===== config.mk =====
export PLATFORM = sky130hd
export DESIGN_NAME = exu_issue_ctrl
export DESIGN_NICKNAME = d
export VERILOG_FILES = /design/src/rtl/exu_issue_ctrl.sv
export SDC_FILE = /design/constraint.sdc
export NUM_CORES = 1
export LEC_CHECK = 0
export ABC_AREA = 1
export CAP_MARGIN = 20
export CORE_ASPECT_RATIO = 1.25
export CORE_MARGIN = 4
export CORE_UTILIZATION = 48
export DETAILED_ROUTE_END_ITERATION = 8
export PLACE_DENSITY = 0.9
export SLEW_MARGIN = 10
export SYNTH_ARGS = -nofsm -noshare
export SYNTH_HDL_FRONTEND = slang
export SYNTH_SLANG_ARGS = --single-unit
export TNS_END_PERCENT = 20

===== constraint.sdc =====
create_clock -name clk -period 3.6 [get_ports clk]
set_clock_uncertainty 0.05 [all_clocks]
set_input_delay 0.36 -clock clk [delete_from_list [all_inputs] [get_ports clk]]
set_output_delay 0.36 -clock clk [all_outputs]
set_load 0.03 [all_outputs]

===== src/rtl/exu_issue_ctrl.sv =====
// exu_issue_ctrl -- issue controller between the EXU decoder and the execute pipe.
//
// Holds one decoded instruction in an issue register and tracks pending
// register writes in a 32-entry busy scoreboard. A decoded instruction is
// stalled on RAW/WAW hazards against the scoreboard, or when MAX_INFLIGHT
// writes are already outstanding. Writebacks clear busy bits.
//
// Optional feature (macro EXU_WB_BYPASS_EN):
//   defined   - the hazard/capacity check sees the same-cycle writeback,
//               so a consumer issues in the writeback cycle.
//   undefined - the check uses registered busy_vec/inflight_cnt only,
//               so a consumer issues the cycle after writeback.
//
// Ports:
//   clk, rst_n          clock (rising edge), async active-low reset
//   flush               synchronous pipeline flush, clears all state
//   dec_*               decoded instruction in (valid/ready handshake)
//   iss_*               issue register out (valid/ready handshake)
//   wb_valid, wb_ldst   register writeback
//   busy_vec            scoreboard, bit r = write to xr pending
//   inflight_cnt        number of outstanding register writes

module exu_issue_ctrl #(
  parameter int MAX_INFLIGHT = 4,
  parameter int CNT_W        = 3
) (
  input  logic             clk,
  input  logic             rst_n,
  input  logic             flush,
  input  logic             dec_valid,
  output logic             dec_ready,
  input  logic [31:0]      dec_inst,
  input  logic [4:0]       dec_lsrc1,
  input  logic [4:0]       dec_lsrc2,
  input  logic [4:0]       dec_ldst,
  input  logic             dec_rs1_en,
  input  logic             dec_rs2_en,
  input  logic             dec_rd_en,
  output logic             iss_valid,
  input  logic             iss_ready,
  output logic [31:0]      iss_inst,
  output logic [4:0]       iss_lsrc1,
  output logic [4:0]       iss_lsrc2,
  output logic [4:0]       iss_ldst,
  output logic             iss_rd_en,
  input  logic             wb_valid,
  input  logic [4:0]       wb_ldst,
  output logic [31:0]      busy_vec,
  output logic [CNT_W-1:0] inflight_cnt
);

  localparam logic [CNT_W-1:0] MAX_CNT = CNT_W'(MAX_INFLIGHT);

  logic             rd_eff;
  logic [31:0]      wb_mask;
  logic             wb_hit;
  logic [31:0]      busy_eff;
  logic [CNT_W-1:0] cnt_eff;
  logic             hazard;
  logic             accept;
  logic [31:0]      set_mask;
  logic [31:0]      busy_nxt;
  logic [CNT_W-1:0] cnt_nxt;

  always_comb begin
    // x0 is never a real destination: no busy set, no count.
    rd_eff  = dec_rd_en && (dec_ldst != 5'd0);
    wb_mask = (wb_valid && (wb_ldst != 5'd0)) ? (32'd1 << wb_ldst) : '0;
    // Only a writeback to a register that is actually busy retires a write.
    wb_hit  = |(busy_vec & wb_mask);

`ifdef EXU_WB_BYPASS_EN
    busy_eff = busy_vec & ~wb_mask;
    cnt_eff  = inflight_cnt - CNT_W'(wb_hit);
`else
    busy_eff = busy_vec;
    cnt_eff  = inflight_cnt;
`endif

    hazard = (dec_rs1_en && busy_eff[dec_lsrc1]) ||
             (dec_rs2_en && busy_eff[dec_lsrc2]) ||
             (rd_eff && busy_eff[dec_ldst])      ||
             (rd_eff && (cnt_eff == MAX_CNT));

    dec_ready = !flush && (!iss_valid || iss_ready) && !hazard;
    accept    = dec_valid && dec_ready;

    set_mask = (accept && rd_eff) ? (32'd1 << dec_ldst) : '0;
    // Clear before set so a same-register set and writeback leaves busy=1.
    busy_nxt = (busy_vec & ~(wb_hit ? wb_mask : '0)) | set_mask;
    busy_nxt[0] = 1'b0;
    cnt_nxt  = inflight_cnt + CNT_W'(accept && rd_eff) - CNT_W'(wb_hit);
  end

  always_ff @(posedge clk or negedge rst_n) begin
    if (!rst_n) begin
      busy_vec     <= '0;
      inflight_cnt <= '0;
    end else if (flush) begin
      busy_vec     <= '0;
      inflight_cnt <= '0;
    end else begin
      busy_vec     <= busy_nxt;
      inflight_cnt <= cnt_nxt;
    end
  end

  always_ff @(posedge clk or negedge rst_n) begin
    if (!rst_n) begin
      iss_valid <= 1'b0;
      iss_inst  <= '0;
      iss_lsrc1 <= '0;
      iss_lsrc2 <= '0;
      iss_ldst  <= '0;
      iss_rd_en <= 1'b0;
    end else if (flush) begin
      iss_valid <= 1'b0;
    end else if (accept) begin
      iss_valid <= 1'b1;
      iss_inst  <= dec_inst;
      iss_lsrc1 <= dec_lsrc1;
      iss_lsrc2 <= dec_lsrc2;
      iss_ldst  <= dec_ldst;
      iss_rd_en <= rd_eff;
    end else if (iss_ready) begin
      iss_valid <= 1'b0;
    end
  end

endmodule


==> impl_metrics.ini <==
[power_and_ir_drop]
p_leak_nw = 3.14
totalPowerFinal_mw = 3.15
power_per_cell_area_mw_per_mm2 = 453
peakVddDrop_uv = 277

[clock_tree]
cts.root.buffer_cell = clkbuf_16
clk-insertion-delay-late_ps = 340
number_of_sinks_driven_by_the_clock_tree = 83
cts_buf_count = 9
clkSlewWorstSetupHoldPaths_ps = 60
postCtsSetupBuffers = 0
tritoncts_clock_tree = yes
cts_max_level = 3
post_cts.resized_instances = 0
holdBufCountCts = 0
ctsLongestPathBuffers = 2

[timing]
setup_tns_ps = 0
timing_hold_violations_final = 0
worst_slew_pin_slew_ps = 932
normalized_max_slew_margin_pct = 37.9
setup_repair_after_global_routing_missed_its_margin = false
finalSetupViolations = 0
final_max_slew_viol_count = 0
timing.final.crit_share_pct = 88.3
max_freq_ghz = 0.315
timing.final.ws_setup_ps = 423
final_period_minus_worst_setup_slack_ps = 3180

[floorplanning]
core.rowCount = 41
fp.dieW_um = 99.7
io_pins = 146
die_h_um = 123
floorplan.core_area_mm2 = 0.0102
effective_utilization_at_floorplan_pct = 49.4
design.die.area_mm2 = 0.0122

[worst_setup_path]
crit_required_ps = 3770
worst_ep_arrival_time_ps = 3350
start_of_the_worst_register_to_register_path = busy_vec[4]
timing.reg2reg.worst_path_depth = 18
worstPathMaxFanout = 10
timing.setup.critical_path_class = in2reg
r2r_setup_slk_ps = 550
endpoint_class_of_the_critical_path = flop
worstReg2RegEnd = inflight_cnt[2]
crit_path_start_kind = input port

[placement]
globalplace.congestion = 1.03
dp_cells = 996
pre_cts_slack_ps = 130
detailed_place_hpwl_um = 13300
post_dp_cell_area_mm2 = 0.00663
port_buffers = 144

[yosys]
synth_area_leaders = dfrtp_1 (41%), nand2_1 (21%), nand3_1 (8.5%)
synth.distinct_cells = 33
synth.net_count = 794
synth-warning-count = 0
fraction_of_synthesized_cell_area_taken_by_the_top_area_cell_type_pct = 41.2
yosysSeqAreaShare_pct = 41.2
yosys_register_bits = 83
syn_avg_cell_area_um2 = 6.91
post-synth-top-area-cell = dfrtp_1
post_synthesis_instance_area_mm2 = 0.00504
post_synth_inst_count = 730

[detailed_routing]
wirelength_um = 18100
count_of_tritonroute_iterations_in_the_first_routing_pass = 5
vias = 5695
ant_nets = 0
wire_per_inst_um = 17.9
avgViaCountPerCell = 5.63
detail_route.drc_violations = 0
initial_detailed_routing_violation_count = 612

[global_routing]
grt_max_degree = 72
grt-ovfl-total = 0
grt.total_usage_pct = 30.0
grt_pass1_vias = 5525
antenna_found_initial = 0
grt_first_pass_wirelength_um = 28400

[outcome]
run_status = completed

[flow_run]
max_cap_violations = 0

[layout]
final_net_count = 942
final_layout_size_suffix_gt1_share_pct = 8.27
final_area_mm2 = 0.00694
flow.area_growth_from_synthesis_pct = 37.6
final_common_cell = nand2_1
insertedDiodeCount = 0
finish.cell_count_without_fillers = 1012
highest_count_cells_in_the_layout_ignoring_fill_and_taps = nand2_1 (284), clkdlybuf4s50_1 (142), nand3_1 (86), dfrtp_1 (83), inv_1 (50)

[hold_path]
hold_class = in2async
[worst max-delay path, cell delays in order]
cell and delay, ps:
clkdlybuf4s50_1 420, nand2_1 100, clkinv_1 240, nand3_1 290, nand4_1 180, nor4_1 370, nand4_1 210, ha_1 330
inv_1 60, ha_1 130, inv_1 50, fa_1 400, xor2_1 160, nor2_1 50
[how the worst max path moves through the flow]
stage | start | to | slack, ps | depth (start not counted)
final | wb_valid | inflight_cnt[2] | 420 | 14
after detailed placement | dec_lsrc1[0] | inflight_cnt[2] | 130 | 21
after CTS | dec_lsrc1[0] | inflight_cnt[2] | 450 | 21
after floorplan | busy_vec[4] | inflight_cnt[2] | 590 | 19
after global routing | dec_lsrc1[0] | inflight_cnt[2] | 200 | 21
after global placement | dec_lsrc2[0] | inflight_cnt[2] | 180 | 20
[state kept, by name, indices dropped and copies added, names as in the netlist]
name,flops
busy_vec,31
inflight_cnt,3
iss_inst,32
iss_ldst,5
iss_lsrc1,5
iss_lsrc2,5
iss_rd_en,1
iss_valid,1
[layer usage]
layer | routed length, um | share of wire, % | global-route usage (%) | vias up
met1 | 6510 | 36 | 36.8 | 2599
li1 | - | - | - | 2677
met2 | 8690 | 48 | 48.0 | 326
met4 | 1250 | 6.9 | 19.9 | 0
met5 | 0 | 0 | 0 | -
met3 | 1690 | 9.3 | 5.63 | 93
[per-stage QoR]
| stage | hold slack, ps | utilization, % |
|---|---|---|
| 5_1_grt | 177 | 68.0 |
| 3_5_place_dp | 414 | 65.0 |
| 4_1_cts | 138 | 68.0 |
| 3_3_place_gp | 410 | 65.0 |
| 6_report | 106 | 68.0 |
| 2_1_floorplan | 14.4 | - |
[kinds of logic after synthesis]
family / synth area share, %
flops: 41.2
other cells: 0.0743
fa+ha+maj: 0.893
compound gates: 6.65
buf+inv: 9.77
xor+xnor: 0.347
simple gates: 41.1
[cell type report]
class	instances	area [um2]
timing repair buffer	178	1690
tap	129	161
inverter	59	226
sequential	83	2080
fill	895	3270
multi-input combinational	547	2470
clock buffer	10	239
clock inverter	6	72.6
[power breakdown]
part           switching, mW  internal, mW  leakage [nW]  total [mW]
Sequential            0.0790          1.08          1.09        1.16
Clock                  0.398         0.562         0.149       0.961
Combinational          0.620         0.412          1.90        1.03
[synth_stat cells]
| cell | count |
|---|---|
| nand2_1 | 284 |
| buf_2 | 12 |
| nand3b_1 | 1 |
| o21ai_1 | 13 |
| nor3b_1 | 1 |
| buf_4 | 4 |
| o311ai_0 | 1 |
| or2_2 | 1 |
| nor4b_1 | 1 |
| ha_1 | 2 |
| clkinv_1 | 2 |
| nand4_1 | 39 |
| nor3_1 | 9 |
| inv_1 | 50 |
| buf_1 | 2 |
| buf_6 | 8 |
| clkinv_4 | 1 |
| dfrtp_1 | 83 |
| xnor2_1 | 1 |
| nand2_2 | 12 |
| nor4_1 | 7 |
| clkbuf_1 | 13 |
| conb_1 | 1 |
| a21oi_1 | 32 |
| nor2_1 | 34 |
| nand3_1 | 86 |
| fa_1 | 1 |
| o21ai_0 | 18 |
| inv_2 | 6 |
| buf_8 | 2 |
| o2111a_1 | 1 |
| xor2_1 | 1 |
| nor2_4 | 1 |
No activity file was read; power rests on OpenSTA's default activity.
